### src/rtl/seq_divider_if.sv
// Request/response bundle between the MULT/DIV control FSM and the sequential divider.
// The requester drives operands with a start pulse; the divider returns LO/HI results with done.
interface seq_divider_if #(
  parameter int WIDTH = 32
);
  logic             start;
  logic             signed_op;
  logic [WIDTH-1:0] dividend;
  logic [WIDTH-1:0] divisor;
  logic [WIDTH-1:0] quotient;
  logic [WIDTH-1:0] remainder;
  logic             busy;
  logic             done;
  logic             div_zero;

  modport master (
    output start, signed_op, dividend, divisor,
    input  quotient, remainder, busy, done, div_zero
  );

  modport slave (
    input  start, signed_op, dividend, divisor,
    output quotient, remainder, busy, done, div_zero
  );
endinterface

### src/rtl/seq_divider.sv
// Multi-cycle restoring divider: one quotient bit per clock on operand magnitudes,
// followed by a sign-fix cycle; divide-by-zero takes a one-cycle shortcut.
module seq_divider #(
  parameter int WIDTH = 32,
  parameter int CNT_W = 6
) (
  input logic          clk,
  input logic          reset,
  seq_divider_if.slave bus
);

  typedef enum logic [1:0] {IDLE, RUN, FIX, ZERO} state_t;

  state_t                   state;
  state_t                   state_next;
  logic                     load_op;
  logic                     step_op;
  logic                     fix_op;
  logic                     zero_op;
  logic [CNT_W-1:0]         cnt;
  logic                     sd;
  logic                     sv;
  logic                     sd_in;
  logic                     sv_in;
  logic [WIDTH-1:0]         q;
  logic [WIDTH-1:0]         rem;
  logic [WIDTH-1:0]         dvs;
  logic signed [WIDTH:0]    trial;

  function automatic logic [WIDTH-1:0] cond_negate(input logic [WIDTH-1:0] v, input logic neg);
    return neg ? -v : v;
  endfunction

  assign sd_in = bus.signed_op & bus.dividend[WIDTH-1];
  assign sv_in = bus.signed_op & bus.divisor[WIDTH-1];

  // Partial remainder never reaches 2**(WIDTH-1) before the last step, so dropping rem's MSB is safe.
  assign trial = $signed({1'b0, rem[WIDTH-2:0], q[WIDTH-1]}) - $signed({1'b0, dvs});

  always_ff @(posedge clk or posedge reset) begin
    if (reset) state <= IDLE;
    else       state <= state_next;
  end

  always_comb begin
    state_next = state;
    unique case (state)
      IDLE:    if (bus.start) state_next = (bus.divisor == '0) ? ZERO : RUN;
      RUN:     if (cnt == '0) state_next = FIX;
      FIX:     state_next = IDLE;
      ZERO:    state_next = IDLE;
      default: state_next = IDLE;
    endcase
  end

  always_comb begin
    load_op  = (state == IDLE) && bus.start;
    step_op  = (state == RUN);
    fix_op   = (state == FIX);
    zero_op  = (state == ZERO);
    bus.busy = (state != IDLE);
  end

  // Result stage: outputs only move on completion, so they hold for the whole busy window.
  always_ff @(posedge clk or posedge reset) begin
    if (reset) begin
      cnt           <= '0;
      bus.done      <= 1'b0;
      bus.quotient  <= '0;
      bus.remainder <= '0;
      bus.div_zero  <= 1'b0;
    end else begin
      bus.done <= fix_op | zero_op;
      if (load_op)      cnt <= CNT_W'(WIDTH - 1);
      else if (step_op) cnt <= cnt - CNT_W'(1);
      if (fix_op) begin
        bus.quotient  <= cond_negate(q, sd ^ sv);
        bus.remainder <= cond_negate(rem, sd);
        bus.div_zero  <= 1'b0;
      end else if (zero_op) begin
        bus.quotient  <= '1;
        bus.remainder <= q;
        bus.div_zero  <= 1'b1;
      end
    end
  end

  // Iteration stage: on a zero divisor q carries the raw dividend through to the remainder.
  always_ff @(posedge clk) begin
    if (load_op) begin
      sd  <= sd_in;
      sv  <= sv_in;
      dvs <= cond_negate(bus.divisor, sv_in);
      q   <= (bus.divisor == '0) ? bus.dividend : cond_negate(bus.dividend, sd_in);
      rem <= '0;
    end else if (step_op) begin
      if (!trial[WIDTH]) begin
        rem <= trial[WIDTH-1:0];
        q   <= {q[WIDTH-2:0], 1'b1};
      end else begin
        rem <= {rem[WIDTH-2:0], q[WIDTH-1]};
        q   <= {q[WIDTH-2:0], 1'b0};
      end
    end
  end

endmodule

### src/flat_wrapper.sv
// flat-port wrapper written by rule: the top's interface ports become plain ports
module seq_divider_flat 
#(
  parameter int WIDTH = 32,
  parameter int CNT_W = 6
)
  (clk, reset, bus_start, bus_signed_op, bus_dividend, bus_divisor, bus_quotient, bus_remainder, bus_busy, bus_done, bus_div_zero);
  seq_divider_if #(.WIDTH(WIDTH)) bus_i ();
  input logic clk;
  input logic reset;
  input wire logic [$bits(bus_i.start)-1:0] bus_start;
  input wire logic [$bits(bus_i.signed_op)-1:0] bus_signed_op;
  input wire logic [$bits(bus_i.dividend)-1:0] bus_dividend;
  input wire logic [$bits(bus_i.divisor)-1:0] bus_divisor;
  output wire logic [$bits(bus_i.quotient)-1:0] bus_quotient;
  output wire logic [$bits(bus_i.remainder)-1:0] bus_remainder;
  output wire logic [$bits(bus_i.busy)-1:0] bus_busy;
  output wire logic [$bits(bus_i.done)-1:0] bus_done;
  output wire logic [$bits(bus_i.div_zero)-1:0] bus_div_zero;
  assign bus_i.start = bus_start;
  assign bus_i.signed_op = bus_signed_op;
  assign bus_i.dividend = bus_dividend;
  assign bus_i.divisor = bus_divisor;
  assign bus_quotient = bus_i.quotient;
  assign bus_remainder = bus_i.remainder;
  assign bus_busy = bus_i.busy;
  assign bus_done = bus_i.done;
  assign bus_div_zero = bus_i.div_zero;
  seq_divider #(.WIDTH(WIDTH), .CNT_W(CNT_W)) u_core (.clk(clk), .reset(reset), .bus(bus_i));
endmodule
### config.mk
export PLATFORM = sky130hd
export DESIGN_NAME = seq_divider_flat
export DESIGN_NICKNAME = d
export VERILOG_FILES = /design/src/rtl/seq_divider_if.sv /design/src/rtl/seq_divider.sv /design/src/flat_wrapper.sv
export SDC_FILE = /design/constraint.sdc
export NUM_CORES = 1
export LEC_CHECK = 0
export CORE_ASPECT_RATIO = 0.9
export CORE_MARGIN = 4
export CORE_UTILIZATION = 50
export DETAILED_ROUTE_END_ITERATION = 10
export GPL_ROUTABILITY_DRIVEN = 0
export GPL_TIMING_DRIVEN = 1
export PLACE_DENSITY = 0.73
export SYNTH_ARGS = -nofsm -noshare
export SYNTH_HDL_FRONTEND = slang
export SYNTH_SLANG_ARGS = --single-unit
### constraint.sdc
create_clock -name clk -period 3.77 [get_ports clk]
set_input_delay 1.131 -clock clk [delete_from_list [all_inputs] [get_ports clk]]
set_output_delay 1.131 -clock clk [all_outputs]
set_load 0.01 [all_outputs]
==> run summary, run 1 <==
RUN STATUS
--------------------------------------------------------------------------------------
Status .................................................................. finished clean

STA
--------------------------------------------------------------------------------------
Hold Fails Final Rpt ....................................................            0
Post-route clock period utilization .....................................        0.971
Highest achievable clock rate ...........................................      273 MHz
Minimum clock period ....................................................      3.66 ns
Fin Setup TNS ...........................................................         0 ns
Maximum clock skew at final layout ......................................    0.0122 ns
Final Max Tran Viols ....................................................            0
Final setup violating endpoints .........................................            0
Tightest Pin Transition .................................................     0.737 ns
RSZ-0062 raised after global routing ....................................        false
Relative slew slack .....................................................        0.504

YOSYS
--------------------------------------------------------------------------------------
Post-synth top cells .................................................... sky130_fd_sc_hd__nand2_1, sky130_fd_sc_hd__o21ai_0, sky130_fd_sc_hd__a21oi_1, sky130_fd_sc_hd__nor2_1, sky130_fd_sc_hd__xor2_1
Number of enable-type register cells in the synthesized netlist .........           66
Area share of the largest cell type after synthesis .....................        0.181
Mean instance size in the synthesized netlist ...........................   8.90 sq um
Yosys top cell by area .................................................. sky130_fd_sc_hd__edfxtp_1
Primary flip-flop cell chosen by synthesis mapping ...................... sky130_fd_sc_hd__dfrtp_1
Number of distinct standard cells referenced by the synthesized netlist .           62
Number of cells produced by synthesis ...................................         1231
Post-synth net total ....................................................         1338
Asr flop ratio synth ....................................................        0.430
Post-synthesis sequential area ratio ....................................        0.409
Synthesis warning total .................................................            0
Register bit count reported by yosys ....................................          172
Total standard cell area after synthesis ................................ 0.0110 sq mm
Top cells by area in the synthesized netlist ............................ sky130_fd_sc_hd__edfxtp_1, sky130_fd_sc_hd__dfrtp_1, sky130_fd_sc_hd__xor2_1
Most numerous cell in the Yosys netlist ................................. sky130_fd_sc_hd__nand2_1

GLOBAL ROUTE
--------------------------------------------------------------------------------------
Number of antenna violations at the first check in global routing .......            0
Global route overflow ...................................................            0
Via count of the first global-routing pass ..............................         9559
Global-route wire length before repair ..................................      46.6 mm
Largest net degree at the start of global routing .......................           69
Total global-route track usage ..........................................        0.236

ROUTING
--------------------------------------------------------------------------------------
Iteration count of the initial detailed-routing pass ....................            5
Post-detailed-route via-to-cell ratio ...................................         5.70
Residual DRC count ......................................................            0
Starting DRC count in detailed routing ..................................          774
Aggregate routed wire length ............................................      28.9 mm
DRT met1 WL .............................................................      12.6 mm
WL per Instance .........................................................      16.9 um
Top layer in use ........................................................         met4
Met3 wire len ...........................................................      1.57 mm
Post-detailed-route count of antenna-violating nets .....................            0
Total met2 wirelength after detailed routing ............................      14.2 mm
Number of vias after detailed routing ...................................         9729

JOB
--------------------------------------------------------------------------------------
Max-Cap Viols ...........................................................            0

CLOCKING
--------------------------------------------------------------------------------------
Clock root cell ......................................................... sky130_fd_sc_hd__clkbuf_16
Clock slew at the register clock pins of the worst setup and hold paths .      0.07 ns
H-Tree Level Count ......................................................            4
Worst skew pair latency .................................................      0.43 ns
Inserted Clock Buffers ..................................................           17
Sinks on Clock Net ......................................................          172
Clock tree from TritonCTS ...............................................          yes
Maximum root-to-sink buffer count .......................................            2

FINISH
--------------------------------------------------------------------------------------
Total inserted antenna cells ............................................            0
Footprint of the flip-flops and latches ................................. 0.00448 sq mm
Number of nets in the layout ............................................         1511
Final core utilization ..................................................        0.640
Share of final-layout standard cells stronger than drive strength 1 .....        0.128
Area occupied by multi-input gates ...................................... 0.00619 sq mm
Synthesis-to-layout area growth .........................................        26.1%
Count of fill cells added during filler insertion .......................         1828

SETUP PATH
--------------------------------------------------------------------------------------
Cells along the critical path ........................................... clkdlybuf4s50_1 -> or4_4 -> buf_4 -> nand2b_1 -> or2_2 -> nor3_1 -> buf_4 -> and3_1 -> and3b_1 -> a21oi_1 -> xor2_1
Type of element launching the critical path .............................   input port
Cell repeated most along the worst path ................................. sky130_fd_sc_hd__buf_4
Slowest stage cell, crit path ........................................... sky130_fd_sc_hd__or4_4
Kind of critical path ................................................... input port to flip-flop
Arr. time, crit path ....................................................      3.84 ns
CP endpoint kind ........................................................    flip-flop
Required time of the critical path ......................................      3.95 ns
Delay contributed by the slowest stage of the critical path .............      0.58 ns
Largest fanout on the critical path .....................................            4

DIE
--------------------------------------------------------------------------------------
Standard cell core area ................................................. 0.0216 sq mm
Die Width ...............................................................       164 um
Die span in y ...........................................................       148 um
Number of core rows .....................................................           51
I/O pins ................................................................          135
Initial core utilization ................................................        0.508
Die area ................................................................ 0.0243 sq mm

PLACED DESIGN
--------------------------------------------------------------------------------------
Count of buffers from port buffering ....................................          134
HPWL after detailed placement ...........................................      20.9 mm

PWR
--------------------------------------------------------------------------------------
Power Density ...........................................................  679 mW/mm^2
Overall Power ...........................................................      9.38 mW
Part of the total power dissipated in sequential elements ...............        0.357
Share of total power consumed by net switching ..........................        0.405
Switching component of the power ........................................      3.80 mW
Leakage power figure ....................................................      5.71 nW
Clock network power share ...............................................        0.193
Largest vdd supply drop .................................................       364 uV
Part of the total power dissipated in combinational logic ...............        0.450
Internal power ..........................................................      5.58 mW

WORST HOLD PATH
--------------------------------------------------------------------------------------
Hold WC Path Type ....................................................... flip-flop to flip-flop

[kinds of logic after synthesis]
logic type | Yosys count | share of synthesized area
and+or+nand+nor | 366 | 0.157
xor gates and xnor gates | 149 | 0.119
DFF | 172 | 0.409
buffers and inverters | 121 | 0.0418
muxes | 46 | 0.0454
adders and majority gates | 39 | 0.0452
AOI/OAI and AO/OA | 338 | 0.183
[power by group through the flow]
stage | clock network, mW | logic [mW] | registers [mW]
after floorplan | 0 | 3.01 | 3.14
after global routing | 1.90 | 4.74 | 3.43
after CTS | 1.83 | 4.19 | 3.33
after global placement | 0 | 4.04 | 3.35
after detailed placement | 0 | 4.14 | 3.36
final | 1.81 | 4.22 | 3.35
[worst max-delay path: cells and delay by family]
family / cells / cell delay [ns]
buffers and inverters: 3 / 0.74
AOI/OAI and AO/OA: 1 / 0.10
xor gates and xnor gates: 1 / 0.15
and+or+nand+nor: 6 / 1.71
[cell type report]
type / instances / area share
Multi-Input combinational cell: 940 / 0.449
Timing Repair Buffer: 210 / 0.140
Tap cell: 291 / 0.0264
Inverter: 63 / 0.0171
Sequential cell: 172 / 0.324
Clock buffer: 18 / 0.0311
Clock inverter: 14 / 0.0123
[cells in the final DEF, fill, tap and decap left out, types with 12 or more instances in the layout]
cell and instances:
sky130_fd_sc_hd__a21oi_1 105, sky130_fd_sc_hd__dfrtp_1 72, sky130_fd_sc_hd__edfxtp_1 66, sky130_fd_sc_hd__clkdlybuf4s50_1 129
sky130_fd_sc_hd__nor3_1 17, sky130_fd_sc_hd__nand3_1 13, sky130_fd_sc_hd__o41ai_1 12, sky130_fd_sc_hd__nor2_1 104
sky130_fd_sc_hd__xnor2_1 50, sky130_fd_sc_hd__ha_1 37, sky130_fd_sc_hd__inv_1 61, sky130_fd_sc_hd__mux2i_1 17
sky130_fd_sc_hd__clkbuf_16 17, sky130_fd_sc_hd__o31ai_1 19, sky130_fd_sc_hd__nand2_1 136, sky130_fd_sc_hd__o21ai_0 118
sky130_fd_sc_hd__dfxtp_1 32, sky130_fd_sc_hd__buf_4 71, sky130_fd_sc_hd__mux2_2 29, sky130_fd_sc_hd__xor2_1 99
[stage by stage]
stage	setup WS (ns)	std cells	hold WS [ns]	instance area (sq um)
floorplan	0.00942	1231	0.449	11000
finish	0.109	1708	0.482	13800
detailed placement	-0.629	1671	0.478	13000
global route	0.0159	1708	0.504	13800
global placement	-0.578	1671	0.464	13000
CTS	0.00207	1705	0.486	13700
[sequential cells by signal, indices dropped and copies added, names as in the netlist]
name / cells
u_core.bus.quotient: 32
u_core.bus.remainder: 32
u_core.dvs: 32
u_core.q: 32
u_core.rem: 32
u_core.cnt: 6
u_core.state: 2
u_core.bus.div_zero: 1
u_core.bus.done: 1
u_core.sd: 1
u_core.sv: 1
[per-layer routing]
| metal | up-vias | GRT usage |
|---|---|---|
| li1 | 4722 | - |
| met2 | 289 | 0.404 |
| met3 | 40 | 0.0380 |
| met5 | - | 0 |
| met1 | 4678 | 0.312 |
| met4 | 0 | 0.0612 |
[worst paths after layout]
| path | cells after the start | slack (ns) | to | startpoint |
|---|---|---|---|---|
| max | 11 | 0.11 | u_core.dvs[29]$_DFFE_PP_ | bus_divisor[3] |
| min | 1 | 0.48 | u_core.cnt[5]$_DFFE_PP0P_ | u_core.cnt[5]$_DFFE_PP0P_ |
| max reg2reg | 12 | 0.21 | u_core.rem[31]$_SDFFE_PP0P_ | u_core.q[31]$_DFFE_PP_ |
| min reg2reg | 1 | 0.48 | u_core.cnt[5]$_DFFE_PP0P_ | u_core.cnt[5]$_DFFE_PP0P_ |
| max in group asynchronous | 3 | 1.87 | u_core.bus.quotient[26]$_DFFE_PP0P_ | reset |
| min in group asynchronous | 2 | 1.12 | u_core.bus.remainder[3]$_DFFE_PP0P_ | reset |
[what timing repair did]
item | 4_1_cts | 5_1_grt
gates resized for setup | 34 | 18
pin swaps | 12 | 9
hold buffers | 0 | 0
gates cloned | 0 | 2
buffers inserted | 2 | 2
endpoints found under the setup margin | 31 | 32
Note: power is estimated with default switching activity, not from simulation.
==> run 2, diff against run 1 <==
--- a/config.mk
+++ b/config.mk
@@ -5,13 +5,16 @@
 export SDC_FILE = /design/constraint.sdc
 export NUM_CORES = 1
 export LEC_CHECK = 0
+export CELL_PAD_IN_SITES_DETAIL_PLACEMENT = 1
+export CELL_PAD_IN_SITES_GLOBAL_PLACEMENT = 2
 export CORE_ASPECT_RATIO = 0.9
 export CORE_MARGIN = 4
-export CORE_UTILIZATION = 50
+export CORE_UTILIZATION = 35
 export DETAILED_ROUTE_END_ITERATION = 10
 export GPL_ROUTABILITY_DRIVEN = 0
 export GPL_TIMING_DRIVEN = 1
-export PLACE_DENSITY = 0.73
+export MAX_ROUTING_LAYER = met4
+export PLACE_DENSITY_LB_ADDON = 0.1
 export SYNTH_ARGS = -nofsm -noshare
 export SYNTH_HDL_FRONTEND = slang
 export SYNTH_SLANG_ARGS = --single-unit
==> run 2 against run 1 <==
Register-to-register slack hardly changed. Sequential power hardly changed. Cell count is 7.6% higher. Clock skew is 0.0029 ns lower. First-iteration DRC count is 51% lower. Hold slack better by 0.0091 ns. Non-clock buffer count is 12 higher. Fmax is 0.13% lower. Sequential share of layout area is 0.58 points lower. Critical path depth is 1 higher. Flip-flop and latch count stayed put.
==> run summary, run 2 (same netlist as run 1, synthesis figures left out) <==
CLOCKING
--------------------------------------------------------------------------------------
Sinks on Clock Net ......................................................          172   unchanged
H-Tree Level Count ......................................................            4   unchanged
Clock slew at the register clock pins of the worst setup and hold paths .      0.07 ns   about the same
Hold-fix buffer count after cts .........................................            0   unchanged
Clock root cell ......................................................... sky130_fd_sc_hd__clkbuf_16
Maximum root-to-sink buffer count .......................................            2   unchanged
Inserted Clock Buffers ..................................................           17   unchanged
Clock tree from TritonCTS ...............................................          yes
Worst skew pair latency .................................................      0.43 ns   about the same

SETUP PATH
--------------------------------------------------------------------------------------
Arr. time, crit path ....................................................      3.82 ns   -0.02 ns
Largest fanout on the critical path .....................................            3   -1
Register-to-Register Path Depth .........................................           13   +1
Internal reg-to-reg setup slack .........................................      0.21 ns   about the same
Reg-to-reg critical path endpoint ....................................... u_core.rem[2]$_SDFFE_PP0P_
Type of element launching the critical path .............................   input port
Required time of the critical path ......................................      3.92 ns   -0.03 ns
CP endpoint kind ........................................................    flip-flop
Reg-to-Reg Start ........................................................ u_core.q[31]$_DFFE_PP_
Kind of critical path ................................................... input port to flip-flop
Startpoint of the most critical setup path .............................. bus_dividend[1]

FINISH
--------------------------------------------------------------------------------------
Count of fill cells added during filler insertion .......................         3607   +97%
Most common library cell in the layout ignoring fill and taps ........... sky130_fd_sc_hd__nand2_1
Share of final-layout standard cells stronger than drive strength 1 .....        0.133   +0.00523
Final core utilization ..................................................        0.455   -0.185
Synthesis-to-layout area growth .........................................        28.4%
Number of nets in the layout ............................................         1524   +0.86%
Commonest non-fill, non-tap cells in the layout ......................... sky130_fd_sc_hd__nand2_1, sky130_fd_sc_hd__clkdlybuf4s50_1, sky130_fd_sc_hd__o21ai_0, sky130_fd_sc_hd__a21oi_1, sky130_fd_sc_hd__nor2_1
Total inserted antenna cells ............................................            0   unchanged

STA
--------------------------------------------------------------------------------------
Relative slew slack .....................................................        0.410   -0.0940
Minimum clock period ....................................................      3.67 ns   +0.00489 ns
RSZ-0062 raised after global routing ....................................        false
Post-route clock period utilization .....................................        0.972   +0.00130
Worst-case setup margin in the final layout .............................     0.104 ns   -0.00489 ns
Maximum clock skew at final layout ......................................   0.00925 ns   -0.00292 ns
Final Max Tran Viols ....................................................            0   unchanged
Highest achievable clock rate ...........................................      273 MHz   -0.13%
Final setup violating endpoints .........................................            0   unchanged
Tightest Pin Transition .................................................     0.876 ns   +0.139 ns
Hold Fails Final Rpt ....................................................            0   unchanged

ROUTING
--------------------------------------------------------------------------------------
Post-detailed-route count of antenna-violating nets .....................            0   unchanged
Residual DRC count ......................................................            0   unchanged
Number of vias after detailed routing ...................................         9594   -1.4%
WL per Instance .........................................................      18.8 um   +11%
Starting DRC count in detailed routing ..................................          383   -51%
Post-detailed-route via-to-cell ratio ...................................         5.22   -8.4%
Aggregate routed wire length ............................................      34.6 mm   +20%
Iteration count of the initial detailed-routing pass ....................            4   -1

DIE
--------------------------------------------------------------------------------------
I/O pins ................................................................          135   unchanged
Initial core utilization ................................................        0.354   -0.153
Number of core rows .....................................................           61   +20%
Die span in y ...........................................................       176 um   +18%
Standard cell core area ................................................. 0.0309 sq mm   +43%
Die Width ...............................................................       194 um   +19%
Die area ................................................................ 0.0342 sq mm   +40%

GLOBAL ROUTE
--------------------------------------------------------------------------------------
Largest net degree at the start of global routing .......................           72   +4.3%
Number of antenna violations at the first check in global routing .......            0   unchanged
Via count of the first global-routing pass ..............................        10048   +5.1%
Global-route wire length before repair ..................................      54.9 mm   +18%
Global route overflow ...................................................            0   unchanged
Total global-route track usage ..........................................        0.205   -0.0307

PLACED DESIGN
--------------------------------------------------------------------------------------
Setup Slack @ Placement .................................................    -0.680 ns   -0.0502 ns
Count of buffers from port buffering ....................................          134   unchanged
HPWL after detailed placement ...........................................      25.6 mm   +23%

WORST HOLD PATH
--------------------------------------------------------------------------------------
Number of cells traversed by the worst hold path ........................            1   unchanged
Hold WC Path Type ....................................................... flip-flop to flip-flop
Hold Crit Endpoint ...................................................... u_core.cnt[5]$_DFFE_PP0P_
Worst Min Path Start .................................................... u_core.cnt[5]$_DFFE_PP0P_

PWR
--------------------------------------------------------------------------------------
Overall Power ...........................................................      9.72 mW   +3.6%
Power Density ...........................................................  691 mW/mm^2   +1.7%
Leakage power figure ....................................................      5.77 nW   +1.1%
Largest vdd supply drop .................................................       331 uV   -9.1%

JOB
--------------------------------------------------------------------------------------
Max-Cap Viols ...........................................................            0   unchanged

RUN STATUS
--------------------------------------------------------------------------------------
Status .................................................................. finished clean

run 2: final cells by class:
type                       count  area, sq um  area share
clock buffer                  18          429      0.0305
clock inverter                13          199      0.0141
inverter                      63          236      0.0168
multi-input combinational    941         6180       0.439
sequential                   172         4480       0.318
tap                          409          512      0.0364
timing repair buffer         222         2030       0.144
run 2: how the worst max path moves through the flow:
stage / slack [ns] / to / cells past startpoint
CTS: 0.009 / u_core.q[29]$_DFFE_PP_ / 11
detailed placement: -0.68 / u_core.q[29]$_DFFE_PP_ / 11
global placement: -0.62 / u_core.q[25]$_DFFE_PP_ / 11
global route: 0.006 / u_core.q[7]$_DFFE_PP_ / 14
finish: 0.10 / u_core.q[27]$_DFFE_PP_ / 12
floorplan: 0.009 / u_core.q[25]$_DFFE_PP_ / 9
run 2: critical path, stage by stage:
cell and delay [ns]:
sky130_fd_sc_hd__clkdlybuf4s15_1 0.18, sky130_fd_sc_hd__or3_4 0.33, sky130_fd_sc_hd__or4_4 0.49, sky130_fd_sc_hd__or4_4 0.45
sky130_fd_sc_hd__or3_4 0.38, sky130_fd_sc_hd__nor2_4 0.13, sky130_fd_sc_hd__buf_6 0.12, sky130_fd_sc_hd__nand3_2 0.11
sky130_fd_sc_hd__buf_6 0.19, sky130_fd_sc_hd__nand2_1 0.08, sky130_fd_sc_hd__xor2_1 0.14, sky130_fd_sc_hd__o21ai_0 0.09
run 2: per-stage QoR:
step                      cells  instance area [sq um]  hold slack [ns]  setup TNS [ns]
after floorplan            1231                  11000            0.449               0
after global placement     1804                  13300            0.467          -16.47
after detailed placement   1804                  13300            0.479          -19.99
after CTS                  1836                  14000            0.489               0
after global routing       1838                  14100            0.524               0
final                      1838                  14100            0.491               0
run 2: per-layer routing:
metal / up-vias / track usage / share of wire
met5: - / - / 0
met4: 0 / 0.0413 / 0.010
met3: 14 / 0.0253 / 0.024
met2: 134 / 0.340 / 0.48
met1: 4719 / 0.272 / 0.49
li1: 4727 / - / -
run 2: report_power, final:
part | total (mW) | internal, mW | leakage (nW) | switching, mW
registers | 3.37 | 2.59 | 1.79 | 0.774
logic | 4.40 | 1.98 | 3.69 | 2.42
clock network | 1.95 | 1.17 | 0.297 | 0.782
run 2: what timing repair did:
item	CTS	global route
setup buffers	1	0
resized for setup	40	12
pin swaps	12	9
cloned	1	2
setup endpoints to repair	31	31
==> run 3, diff against run 2 <==
--- a/config.mk
+++ b/config.mk
@@ -12,9 +12,10 @@
 export CORE_UTILIZATION = 35
 export DETAILED_ROUTE_END_ITERATION = 10
 export GPL_ROUTABILITY_DRIVEN = 0
-export GPL_TIMING_DRIVEN = 1
+export GPL_TIMING_DRIVEN = 0
 export MAX_ROUTING_LAYER = met4
 export PLACE_DENSITY_LB_ADDON = 0.1
+export SETUP_SLACK_MARGIN = 0.2
 export SYNTH_ARGS = -nofsm -noshare
 export SYNTH_HDL_FRONTEND = slang
 export SYNTH_SLANG_ARGS = --single-unit
==> run 3 against run 2 <==
Design area about the same. Clock skew increased by 0.0060 ns. Sequential share of layout area about the same. First-iteration DRC count increased by 38%. Utilization about the same. Hold slack improved by 0.0069 ns. Clock power decreased by 9%. Worst setup slack improved by 0.056 ns. Power decreased by 0.31%. Global-route usage increased by 1.4 points.
==> run summary, run 3 (same netlist as run 1, synthesis figures left out) <==
FINISH
--------------------------------------------------------------------------------------
Number of standard cells in the layout, taps in and fillers out .........         1835   -0.16%
Number of nets in the layout ............................................         1520   -0.26%
Share of final-layout standard cells stronger than drive strength 1 .....        0.122   -0.0109
Count of fill cells added during filler insertion .......................         3627   +0.55%
Commonest non-fill, non-tap cells in the layout ......................... sky130_fd_sc_hd__nand2_1, sky130_fd_sc_hd__clkdlybuf4s50_1, sky130_fd_sc_hd__a21oi_1, sky130_fd_sc_hd__nor2_1, sky130_fd_sc_hd__o21ai_0
Total inserted antenna cells ............................................            0   unchanged
Synthesis-to-layout area growth .........................................        28.4%   about the same
Most common library cell in the layout ignoring fill and taps ........... sky130_fd_sc_hd__nand2_1
Final core utilization ..................................................        0.455   about the same

SETUP PATH
--------------------------------------------------------------------------------------
Startpoint of the most critical setup path .............................. bus_dividend[0]
Reg-to-Reg Start ........................................................ u_core.q[31]$_DFFE_PP_
Required time of the critical path ......................................      3.95 ns   +0.03 ns
Internal reg-to-reg setup slack .........................................      0.30 ns   +0.09 ns
Largest fanout on the critical path .....................................            3   unchanged
Kind of critical path ................................................... input port to flip-flop
CP endpoint kind ........................................................    flip-flop
Reg-to-reg critical path endpoint ....................................... u_core.rem[31]$_SDFFE_PP0P_
Type of element launching the critical path .............................   input port
Register-to-Register Path Depth .........................................           12   -1
Arr. time, crit path ....................................................      3.79 ns   -0.03 ns

CLOCKING
--------------------------------------------------------------------------------------
Clock tree from TritonCTS ...............................................          yes
Maximum root-to-sink buffer count .......................................            2   unchanged
Clock root cell ......................................................... sky130_fd_sc_hd__clkbuf_16
Clock slew at the register clock pins of the worst setup and hold paths .      0.07 ns   about the same
Worst skew pair latency .................................................      0.44 ns   about the same
Inserted Clock Buffers ..................................................           17   unchanged
H-Tree Level Count ......................................................            4   unchanged
Sinks on Clock Net ......................................................          172   unchanged

PLACED DESIGN
--------------------------------------------------------------------------------------
Total placed cells including tap cells ..................................         1775   -1.6%
Count of buffers from port buffering ....................................          134   unchanged
HPWL after detailed placement ...........................................      28.2 mm   +10%

DIE
--------------------------------------------------------------------------------------
Die area ................................................................ 0.0342 sq mm   unchanged
Number of core rows .....................................................           61   unchanged
I/O pins ................................................................          135   unchanged
Standard cell core area ................................................. 0.0309 sq mm   unchanged
Initial core utilization ................................................        0.354   unchanged
Die Width ...............................................................       194 um   unchanged
Die span in y ...........................................................       176 um   unchanged

GLOBAL ROUTE
--------------------------------------------------------------------------------------
Total global-route track usage ..........................................        0.219   +0.0143
Global route overflow ...................................................            0   unchanged
Via count of the first global-routing pass ..............................        10150   +1.0%
Global-route wire length before repair ..................................      58.0 mm   +5.6%
Number of antenna violations at the first check in global routing .......            0   unchanged
Largest net degree at the start of global routing .......................           62   -14%

WORST HOLD PATH
--------------------------------------------------------------------------------------
Hold WC Path Type ....................................................... flip-flop to flip-flop
Worst Min Path Start .................................................... u_core.cnt[5]$_DFFE_PP0P_
Number of cells traversed by the worst hold path ........................            1   unchanged
Hold Crit Endpoint ...................................................... u_core.cnt[5]$_DFFE_PP0P_

ROUTING
--------------------------------------------------------------------------------------
WL per Instance .........................................................      20.1 um   +6.5%
Residual DRC count ......................................................            0   unchanged
Iteration count of the initial detailed-routing pass ....................            4   unchanged
Starting DRC count in detailed routing ..................................          530   +38%
Number of vias after detailed routing ...................................         9775   +1.9%
Post-detailed-route via-to-cell ratio ...................................         5.33   +2.1%
Post-detailed-route count of antenna-violating nets .....................            0   unchanged
Aggregate routed wire length ............................................      36.8 mm   +6.3%

STA
--------------------------------------------------------------------------------------
Relative slew slack .....................................................        0.428   +0.0175
Minimum clock period ....................................................      3.61 ns   -0.0557 ns
Post-route clock period utilization .....................................        0.958   -0.0148
Tightest Pin Transition .................................................     0.855 ns   -0.0210 ns
Final Max Tran Viols ....................................................            0   unchanged
Highest achievable clock rate ...........................................      277 MHz   +1.5%
Hold Fails Final Rpt ....................................................            0   unchanged
Maximum clock skew at final layout ......................................    0.0153 ns   +0.00603 ns
RSZ-0062 raised after global routing ....................................         true
Final setup violating endpoints .........................................            0   unchanged

RUN STATUS
--------------------------------------------------------------------------------------
Status .................................................................. finished clean

JOB
--------------------------------------------------------------------------------------
Max-Cap Viols ...........................................................            0   unchanged

PWR
--------------------------------------------------------------------------------------
Largest vdd supply drop .................................................       320 uV   -3.1%
Power Density ...........................................................  689 mW/mm^2   -0.30%
Leakage power figure ....................................................      5.65 nW   -2.1%

## run 3: cell count changes in the layout (fill, tap and decap cells not counted), moves of 4 or more
cell and delta:
sky130_fd_sc_hd__buf_4 -58, sky130_fd_sc_hd__o31ai_4 +5, sky130_fd_sc_hd__o31ai_1 -6, sky130_fd_sc_hd__buf_2 +4
sky130_fd_sc_hd__clkbuf_2 +5, sky130_fd_sc_hd__buf_1 +5, sky130_fd_sc_hd__buf_8 +4, sky130_fd_sc_hd__o21ai_0 -16
sky130_fd_sc_hd__inv_4 +4, sky130_fd_sc_hd__o21ai_1 +15, sky130_fd_sc_hd__clkdlybuf4s50_1 -16, sky130_fd_sc_hd__clkbuf_1 +45
## run 3: routing by layer
layer  part of all wire  vias up  GRT usage
li1                   -     4722          -
met1               0.52     4920      0.317
met2               0.45      123      0.338
met3              0.023       10     0.0244
met4             0.0080        0     0.0398
met5                  0        -          -
## run 3: worst max-delay path: stages
cell and delay (ns):
sky130_fd_sc_hd__buf_6 0.09, sky130_fd_sc_hd__or3_4 0.38, sky130_fd_sc_hd__or4_4 0.43, sky130_fd_sc_hd__or4_4 0.45, sky130_fd_sc_hd__or3_4 0.39, sky130_fd_sc_hd__nor2_4 0.15, sky130_fd_sc_hd__nand2_2 0.09, sky130_fd_sc_hd__o41ai_4 0.40
sky130_fd_sc_hd__xor2_1 0.21, sky130_fd_sc_hd__o21ai_1 0.07
## run 3: how the worst max path moves through the flow
stage,end
after global routing,u_core.q[8]$_DFFE_PP_
after global placement,u_core.q[25]$_DFFE_PP_
after floorplan,u_core.q[25]$_DFFE_PP_
after detailed placement,u_core.q[26]$_DFFE_PP_
final,u_core.q[25]$_DFFE_PP_
after CTS,u_core.q[29]$_DFFE_PP_
## run 3: final cells by class
cell class	instances	area, sq um	area share
timing repair buffer	163	1570	0.112
multi-input combinational	938	6370	0.453
clock buffer	19	433	0.0308
clock inverter	13	140	0.00997
tap	409	512	0.0364
inverter	63	244	0.0174
sequential	172	4470	0.318
buffer	58	313	0.0222
## run 3: timing repair
item	in CTS	in global routing
buffers inserted	15	11
hold buffers	0	0
pin swaps	18	30
setup endpoints to repair	99	69
resized for setup	69	82
cloned	2	0
## run 3: through the flow
| stage | instance area, sq um | power (mW) | hold WS (ns) | worst slack [ns] | TNS [ns] |
|---|---|---|---|---|---|
| finish | 14100 | 9.69 | 0.498 | 0.160 | 0 |
| global route | 14100 | 10.5 | 0.530 | 0.0820 | 0 |
| CTS | 13800 | 9.65 | 0.493 | -0.0196 | -0.0314 |
| detailed placement | 13000 | 7.74 | 0.483 | -1.20 | -59.83 |
| global placement | 12900 | 7.65 | 0.471 | -1.67 | -161.67 |
| floorplan | 11100 | 6.15 | 0.449 | 0.145 | 0 |
## run 3: report_power, final
group	internal, mW	leakage (nW)	switching [mW]	total [mW]
clock	0.981	0.278	0.794	1.78
sequential	2.59	1.79	0.771	3.36
combinational	2.02	3.59	2.54	4.55
total	5.59	5.65	4.10	9.69
